<file path="src/rtl/dmem_pkg.sv">
// Package: dmem_pkg
// Shared constants for the data-memory port arbiter. It holds the bank row
// map for the two extra core addresses, the bank depth and the encodings of
// the arbiter states.
package dmem_pkg;

    // Bank geometry: rows 0..7 come from word addresses, and two single
    // addresses are folded onto the top rows.
    localparam int NUM_ROWS = 10;
    localparam int ROW_96   = 8;
    localparam int ROW_100  = 9;

    localparam logic [31:0] ADDR_96  = 32'd96;
    localparam logic [31:0] ADDR_100 = 32'd100;

    // Number of word rows reached through a direct addr[31:2] mapping.
    localparam int NUM_WORD_ROWS = 8;

    // Arbiter states.
    localparam logic [0:0] S_IDLE = 1'b0;
    localparam logic [0:0] S_ACK  = 1'b1;

endpackage

</file>
<file path="src/rtl/dmem_addr_decode.sv">
// Module: dmem_addr_decode
// Maps a core byte address onto a bank row. This is purely combinational.
//   addr[31:2] < 8 -> row addr[31:2]
//   addr == 96     -> row 8
//   addr == 100    -> row 9
//   anything else  -> unmapped (mapped=0, row=0)
// Ports:
//   addr    in   32     core byte address
//   mapped  out  1      address hits a bank row
//   row     out  ROW_W  bank row index (0 when unmapped)
module dmem_addr_decode
    import dmem_pkg::*;
#(
    parameter int ROW_W = 4
) (
    input  logic [31:0]      addr,
    output logic             mapped,
    output logic [ROW_W-1:0] row
);

    logic [29:0] word;

    always_comb begin
        word   = addr[31:2];
        mapped = 1'b0;
        row    = '0;
        if (word < 30'(NUM_WORD_ROWS)) begin
            mapped = 1'b1;
            row    = word[ROW_W-1:0];
        end else if (addr == ADDR_96) begin
            mapped = 1'b1;
            row    = ROW_W'(ROW_96);
        end else if (addr == ADDR_100) begin
            mapped = 1'b1;
            row    = ROW_W'(ROW_100);
        end
    end

endmodule

</file>
<file path="src/rtl/dmem_port_arbiter.sv">
// Module: dmem_port_arbiter
// Shares one single-port data-memory bank between the core data port and a
// host debug port. The core has priority. A starvation counter forces a host
// grant after STARVE_MAX consecutive cycles in which the host lost to the core.
// If STARVE_MAX is 0, the host always wins.
// Optional feature: define ARB_STATS_EN to add the saturating counters
// stat_stall_cnt and stat_host_cnt.
// Ports:
//   clk, reset                       clock, synchronous active-high reset
//   core_req/we/addr/wdata           core access (byte address)
//   core_rdata, core_stall           core load data (comb), lost-arbitration stall
//   host_req/we/row/wdata            host access (level, held until host_ack)
//   host_rdata, host_ack             registered read data, one-cycle completion
//   mem_we/row/wdata, mem_rdata      bank interface (comb read)
//   stat_stall_cnt, stat_host_cnt    (ARB_STATS_EN only) statistics
module dmem_port_arbiter
    import dmem_pkg::*;
#(
    parameter int DATA_W     = 32,
    parameter int ROW_W      = 4,
    parameter int STARVE_MAX = 4
) (
    input  logic              clk,
    input  logic              reset,
    input  logic              core_req,
    input  logic              core_we,
    input  logic [31:0]       core_addr,
    input  logic [DATA_W-1:0] core_wdata,
    output logic [DATA_W-1:0] core_rdata,
    output logic              core_stall,
    input  logic              host_req,
    input  logic              host_we,
    input  logic [ROW_W-1:0]  host_row,
    input  logic [DATA_W-1:0] host_wdata,
    output logic [DATA_W-1:0] host_rdata,
    output logic              host_ack,
`ifdef ARB_STATS_EN
    output logic [15:0]       stat_stall_cnt,
    output logic [15:0]       stat_host_cnt,
`endif
    output logic              mem_we,
    output logic [ROW_W-1:0]  mem_row,
    output logic [DATA_W-1:0] mem_wdata,
    input  logic [DATA_W-1:0] mem_rdata
);

    // The counter width must also be legal when STARVE_MAX is 0.
    localparam int CNT_W = (STARVE_MAX < 1) ? 1 : $clog2(STARVE_MAX + 1);
    localparam logic [CNT_W-1:0] STARVE_LIM = CNT_W'(STARVE_MAX);

    logic [0:0]        state_q, state_d;
    logic [CNT_W-1:0]  starve_cnt_q, starve_cnt_d;
    logic [DATA_W-1:0] host_rdata_q, host_rdata_d;

    logic             core_mapped;
    logic [ROW_W-1:0] core_row;
    logic             core_hit, host_win, core_grant, host_row_ok;

    dmem_addr_decode #(.ROW_W(ROW_W)) u_decode (
        .addr   (core_addr),
        .mapped (core_mapped),
        .row    (core_row)
    );

    always_comb begin
        core_hit    = core_req && core_mapped;
        host_row_ok = (host_row < ROW_W'(NUM_ROWS));
        // In S_ACK the host request is stale and is ignored. The core then
        // has the port to itself.
        host_win    = (state_q == S_IDLE) && host_req &&
                      (!core_hit || (starve_cnt_q == STARVE_LIM));
        core_grant  = core_hit && !host_win;
        core_stall  = core_hit && host_win;

        mem_we     = 1'b0;
        mem_row    = '0;
        mem_wdata  = '0;
        core_rdata = '0;
        if (host_win) begin
            // An out-of-range host row leaves the bank idle. The access is
            // still acked, and the read returns 0.
            if (host_row_ok) begin
                mem_we    = host_we;
                mem_row   = host_row;
                mem_wdata = host_wdata;
            end
        end else if (core_grant) begin
            mem_we     = core_we;
            mem_row    = core_row;
            mem_wdata  = core_wdata;
            core_rdata = mem_rdata;
        end
        // The bank is never written while reset is high, even if a grant is
        // decoded from the live inputs.
        if (reset) mem_we = 1'b0;

        state_d      = (state_q == S_ACK) ? S_IDLE : (host_win ? S_ACK : S_IDLE);
        starve_cnt_d = starve_cnt_q;
        host_rdata_d = host_rdata_q;
        if (host_win) begin
            starve_cnt_d = '0;
            host_rdata_d = host_row_ok ? mem_rdata : '0;
        end else if (core_grant && host_req && (state_q == S_IDLE) &&
                     (starve_cnt_q != STARVE_LIM)) begin
            starve_cnt_d = starve_cnt_q + 1'b1;
        end
    end

    always_ff @(posedge clk) begin
        if (reset) begin
            state_q      <= S_IDLE;
            starve_cnt_q <= '0;
            host_rdata_q <= '0;
        end else begin
            state_q      <= state_d;
            starve_cnt_q <= starve_cnt_d;
            host_rdata_q <= host_rdata_d;
        end
    end

    assign host_ack   = (state_q == S_ACK);
    assign host_rdata = host_rdata_q;

`ifdef ARB_STATS_EN
    logic [15:0] stall_cnt_q, host_cnt_q;

    always_ff @(posedge clk) begin
        if (reset) begin
            stall_cnt_q <= '0;
            host_cnt_q  <= '0;
        end else begin
            if (core_stall && (stall_cnt_q != 16'hFFFF)) stall_cnt_q <= stall_cnt_q + 16'd1;
            if (host_win && (host_cnt_q != 16'hFFFF))    host_cnt_q  <= host_cnt_q + 16'd1;
        end
    end

    assign stat_stall_cnt = stall_cnt_q;
    assign stat_host_cnt  = host_cnt_q;
`endif

endmodule

</file>
<file path="config.mk">
export PLATFORM = sky130hd
export DESIGN_NAME = dmem_port_arbiter
export DESIGN_NICKNAME = d
export VERILOG_FILES = /design/src/rtl/dmem_pkg.sv /design/src/rtl/dmem_addr_decode.sv /design/src/rtl/dmem_port_arbiter.sv
export SDC_FILE = /design/constraint.sdc
export NUM_CORES = 1
export LEC_CHECK = 0
export ABC_AREA = 0
export BUFFER_PORTS_ARGS = -buffer_cell sky130_fd_sc_hd__buf_2
export CORE_AREA = 2 2 93 95
export DETAILED_ROUTE_END_ITERATION = 6
export DIE_AREA = 0 0 95 97
export SETUP_SLACK_MARGIN = 0.4
export SYNTH_ARGS = -nofsm -noshare
export SYNTH_HDL_FRONTEND = slang
export SYNTH_SLANG_ARGS = --single-unit
</file>
<file path="constraint.sdc">
create_clock -name clk -period 4.5 [get_ports clk]
set_input_delay 0.225 -clock clk [delete_from_list [all_inputs] [get_ports clk]]
set_output_delay 0.225 -clock clk [all_outputs]
set_load 0.01 [all_outputs]
</file>
==> results <==
- The flow ran to the end, and the final reports show no timing, DRC or antenna violations.
- The final routed wirelength across all metal layers is ~8000 microns.
- CTS placed an instance of clkbuf_8 at the clock tree root.
- The number of vias per cell is around 4.6.
- Counting every instance in the synthesized netlist gives 207.
- The share of post-route cells with drive strength above 1 is about 60%.
- Once the clock tree was built, the resizer swapped 0 gates to a different size.
- The worst setup path is captured at an output port.
- Counting flops with a built-in enable in the synthesized netlist gives 0.
- The clock insertion delay at the later pin of the skew report is around 0.28 ns.
- After synthesis the cells add up to 2010 sq um.
- The area growth from synthesis to layout is 66.2%.
- The number of buffers inserted by port buffering is 240.
- The utilization after layout is between 40% and 50%.
- The area of the core region is between 8000 and 9000 sq um.
- The leakage power is roughly 1.9 nW.
- The die span in y is a little under 100 microns.
- The number of H-tree levels is 2.
- The post-layout net count is just under 600.
- The data required time of the worst path is about 4.3 ns.
- The final weighted congestion in routability-driven placement is between 0.8 and 0.9.
- The part of the Yosys area used for sequential elements is between 30 and 40%.
- The final count of negative-setup-slack endpoints is 0.
- Along the worst path, the maximum fanout reaches a little under 70.
- The detailed-route via count is between 2,000 and 3,000.
- The biggest area contributor in the post-synthesis netlist is dfxtp_1.
- The power share of the sequential group is 46.2%.
- The count of final max-slew check failures is 0.
- The register clock-pin slew on the reported worst setup and hold paths is about 0.07 ns.
- The share of synthesized area in the top cell type comes to 35.9%.
- The initialized floorplan defines 33 standard-cell rows.
- The first detailed-routing pass ran for 4 iterations.
- The critical path goes through buf_2 > nor4_2 > nand4_2 > nor4b_2 > o21a_2 > a22o_1 > buf_2.
- The CTS tree is built.
- The commonest cells after synthesis are 64 x a22o_1, 36 x dfxtp_1, 33 x and2_1, 6 x nand2_1, 6 x nor4b_1.
- The final hold violation count is 0.
- From left edge to right edge, the die measures ~95 microns.
- After the first detailed-routing iteration, the DRC count stood at 51.
- The clock period minus worst slack is roughly 3 ns.
- The net switching fraction of the power is roughly 28%.
- The average routed wire per standard cell is about 15 microns.
- The delay of the slowest critical-path stage is roughly 0.96 ns.
- The most common cell in the synthesized netlist is a22o_1.
- The total of warnings raised by yosys is 0.
- STA classifies the critical path startpoint as an input port.
- Pin placement for this block handled between 200 and 250 I/O pins.
- On the critical path, the stage with the largest delay is an instance of o21a_2.
- The number of global-route vias before repair is 2,573.
- The number of buffers inserted to repair setup after CTS is 0.
- The dominant register cell in the synthesized netlist is dfxtp_1.
- The areal power density over the cells is around 220 nW/um^2.
- IR analysis of the VDD net gives a maximum drop of 0.103 mV.
- The clock passes through at most 2 buffers.
- The first global-routing pass estimated roughly 12,000 microns of wire.
- The remaining number of nets flagged by the antenna check after routing is 0.
- Global routing consumed, over all layers together, 16.4% of the routing resources.
- TritonCTS created 5 clock buffers.
- In the final timing run, aggregate negative setup slack is 0 ns.
- The start of the worst register-to-register path is starve_cnt_q[0].
- The count of distinct cell types in the synthesized netlist is 32.
- In this run the tightest slew margin relative to its limit is 24.9%.
- Across the routed clock network, the largest skew measured is 0.00468 ns.
- The final antenna diode count is 0.
- Counting every sink on the clock net gives 36.
- The register bit count reported by yosys is 36.
- The first element of the critical path is core_addr[29].
- For this run the aggregate overflow at the end of global routing stands at 0.
- The combinational cell fraction of total power is a little under a quarter.
- The final-layout fill cell count is about 830.
- The class of the most critical hold timing path is input port to flip-flop.
- The number of hold buffers added after CTS is 0.
- The post-synthesis area per instance is approximately 9.7 sq um.
- Counting stages on the worst path, the most repeated cell is buf_2.
- The final HPWL from detailed placement is 6380 microns.
- The total power draw is approximately 0.74 mW.
- The kind of cell with the highest combined delay on the critical path is compound AO/OA/AOI/OAI gates.
- Together, buffers and inverters on the worst path number 2.
- The kind of critical path is input port to output port.
- The worst path uses 67.4% of the clock period.
- The net switching power of the design is between 0.2 and 0.25 mW.
- The starting utilization of the core area is 24.7%.
- Sorting the synthesized cells by area gives the leading types as dfxtp_1 36%, a22o_1 28%, and2_1 10%.
- Setup repair after global routing left no endpoint under its margin.
- Entering global routing, the biggest net connects approximately 70 pins.
- The actual slew at the worst max-slew pin is between 1 and 1.5 ns.
- The share of total power dissipated in the clock network is approximately 30%.
- The die covers 9220 sq um.
- The internal cell power is roughly 0.53 mW.
- Across the run, the number of max-cap violations was 0.
- The maximum achievable frequency is around 0.33 GHz.
- The fraction of registers with async set or reset after synthesis is 0%.
- The number of nets in the synthesized netlist is approximately 350.
- The initial antenna violation count was 0.
- STA puts the critical path data arrival time at 2.81 ns.
- The startpoint of the lowest-slack hold path is mem_rdata[4].
- The number of design rule violations left after detail routing is 0.
==> final timing paths <==
kind	to	slack [ns]	cells after the start
worst max-delay path	mem_wdata[31]	1.47	7
worst min-delay path	host_rdata[4]	0.16	2
worst max register to register	host_rdata[19]	2.21	7
worst min register to register	host_rdata[21]	0.47	1
==> metal layers <==
metal / vias to the layer above / GRT usage (%) / routed length [microns]
met3: 14 / 4.91 / 707
met4: 0 / 4.24 / 121
met2: 136 / 27.1 / 3780
li1: 1255 / - / -
met5: - / 0 / 0
met1: 1108 / 20.5 / 3370
==> sequential cells by signal, indices dropped and copies added (netlist names) <==
signal and flops:
host_rdata 32, host_ack 1, starve_cnt_q 3
==> stage by stage <==
step	hold WS (ns)	cells	worst slack [ns]	area [sq um]
global route	0.157	544	1.19	3340
floorplan	0.358	207	2.54	2010
detailed placement	0.450	536	1.49	3250
global placement	0.453	536	1.57	3250
CTS	0.153	544	1.47	3340
finish	0.163	544	1.47	3340
==> logic make-up after synthesis <==
| group | count (synthesis) | synth area share [%] |
|---|---|---|
| buffers and inverters | 21 | 6.29 |
| DFF | 36 | 35.9 |
| and+or+nand+nor | 71 | 23.9 |
| AOI/OAI and AO/OA | 76 | 32.2 |
| xor gates and xnor gates | 1 | 0.436 |
| adders and majority gates | 2 | 1.25 |
==> cell type report <==
class	count	area, sq um	area share (%)
repair buffers	242	1220	36.4
well taps	105	131	3.94
inverters	3	11.3	0.337
clock inverters	3	18.8	0.562
clock buffers	5	68.8	2.06
flip-flops and latches	36	721	21.6
multi-input cells	150	1170	35.1
==> power groups by stage <==
stage	logic, mW	registers (mW)	clock network (mW)
final	0.174	0.342	0.224
after global routing	0.190	0.344	0.250
after CTS	0.175	0.342	0.235
after detailed placement	0.175	0.349	0
after global placement	0.171	0.349	0
after floorplan	0.0658	0.356	0
==> cell usage in the layout (no fill, tap or decap), types with 2 or more instances in the layout <==
cell,n
inv_1,3
o21ai_0,2
ha_1,2
dfxtp_1,36
buf_2,240
nand3_1,2
o21a_2,2
a31o_1,3
nor3_1,5
nor4b_1,6
a21oi_1,2
clkbuf_8,5
clkinv_2,2
buf_4,2
nor2_1,4
nor4_2,3
and2_1,33
a22o_1,64
nand2_1,6
nor4_1,4
==> worst reg2reg max path, stage by stage (launching register included) <==
cell and delay (ns):
dfxtp_1 0.37, inv_1 0.06, ha_1 0.22, nand2_1 0.15, nand2_1 0.11, nor4_4 0.45, o21a_2 0.62, a22o_1 0.24
(Power assumes the default switching activity.)
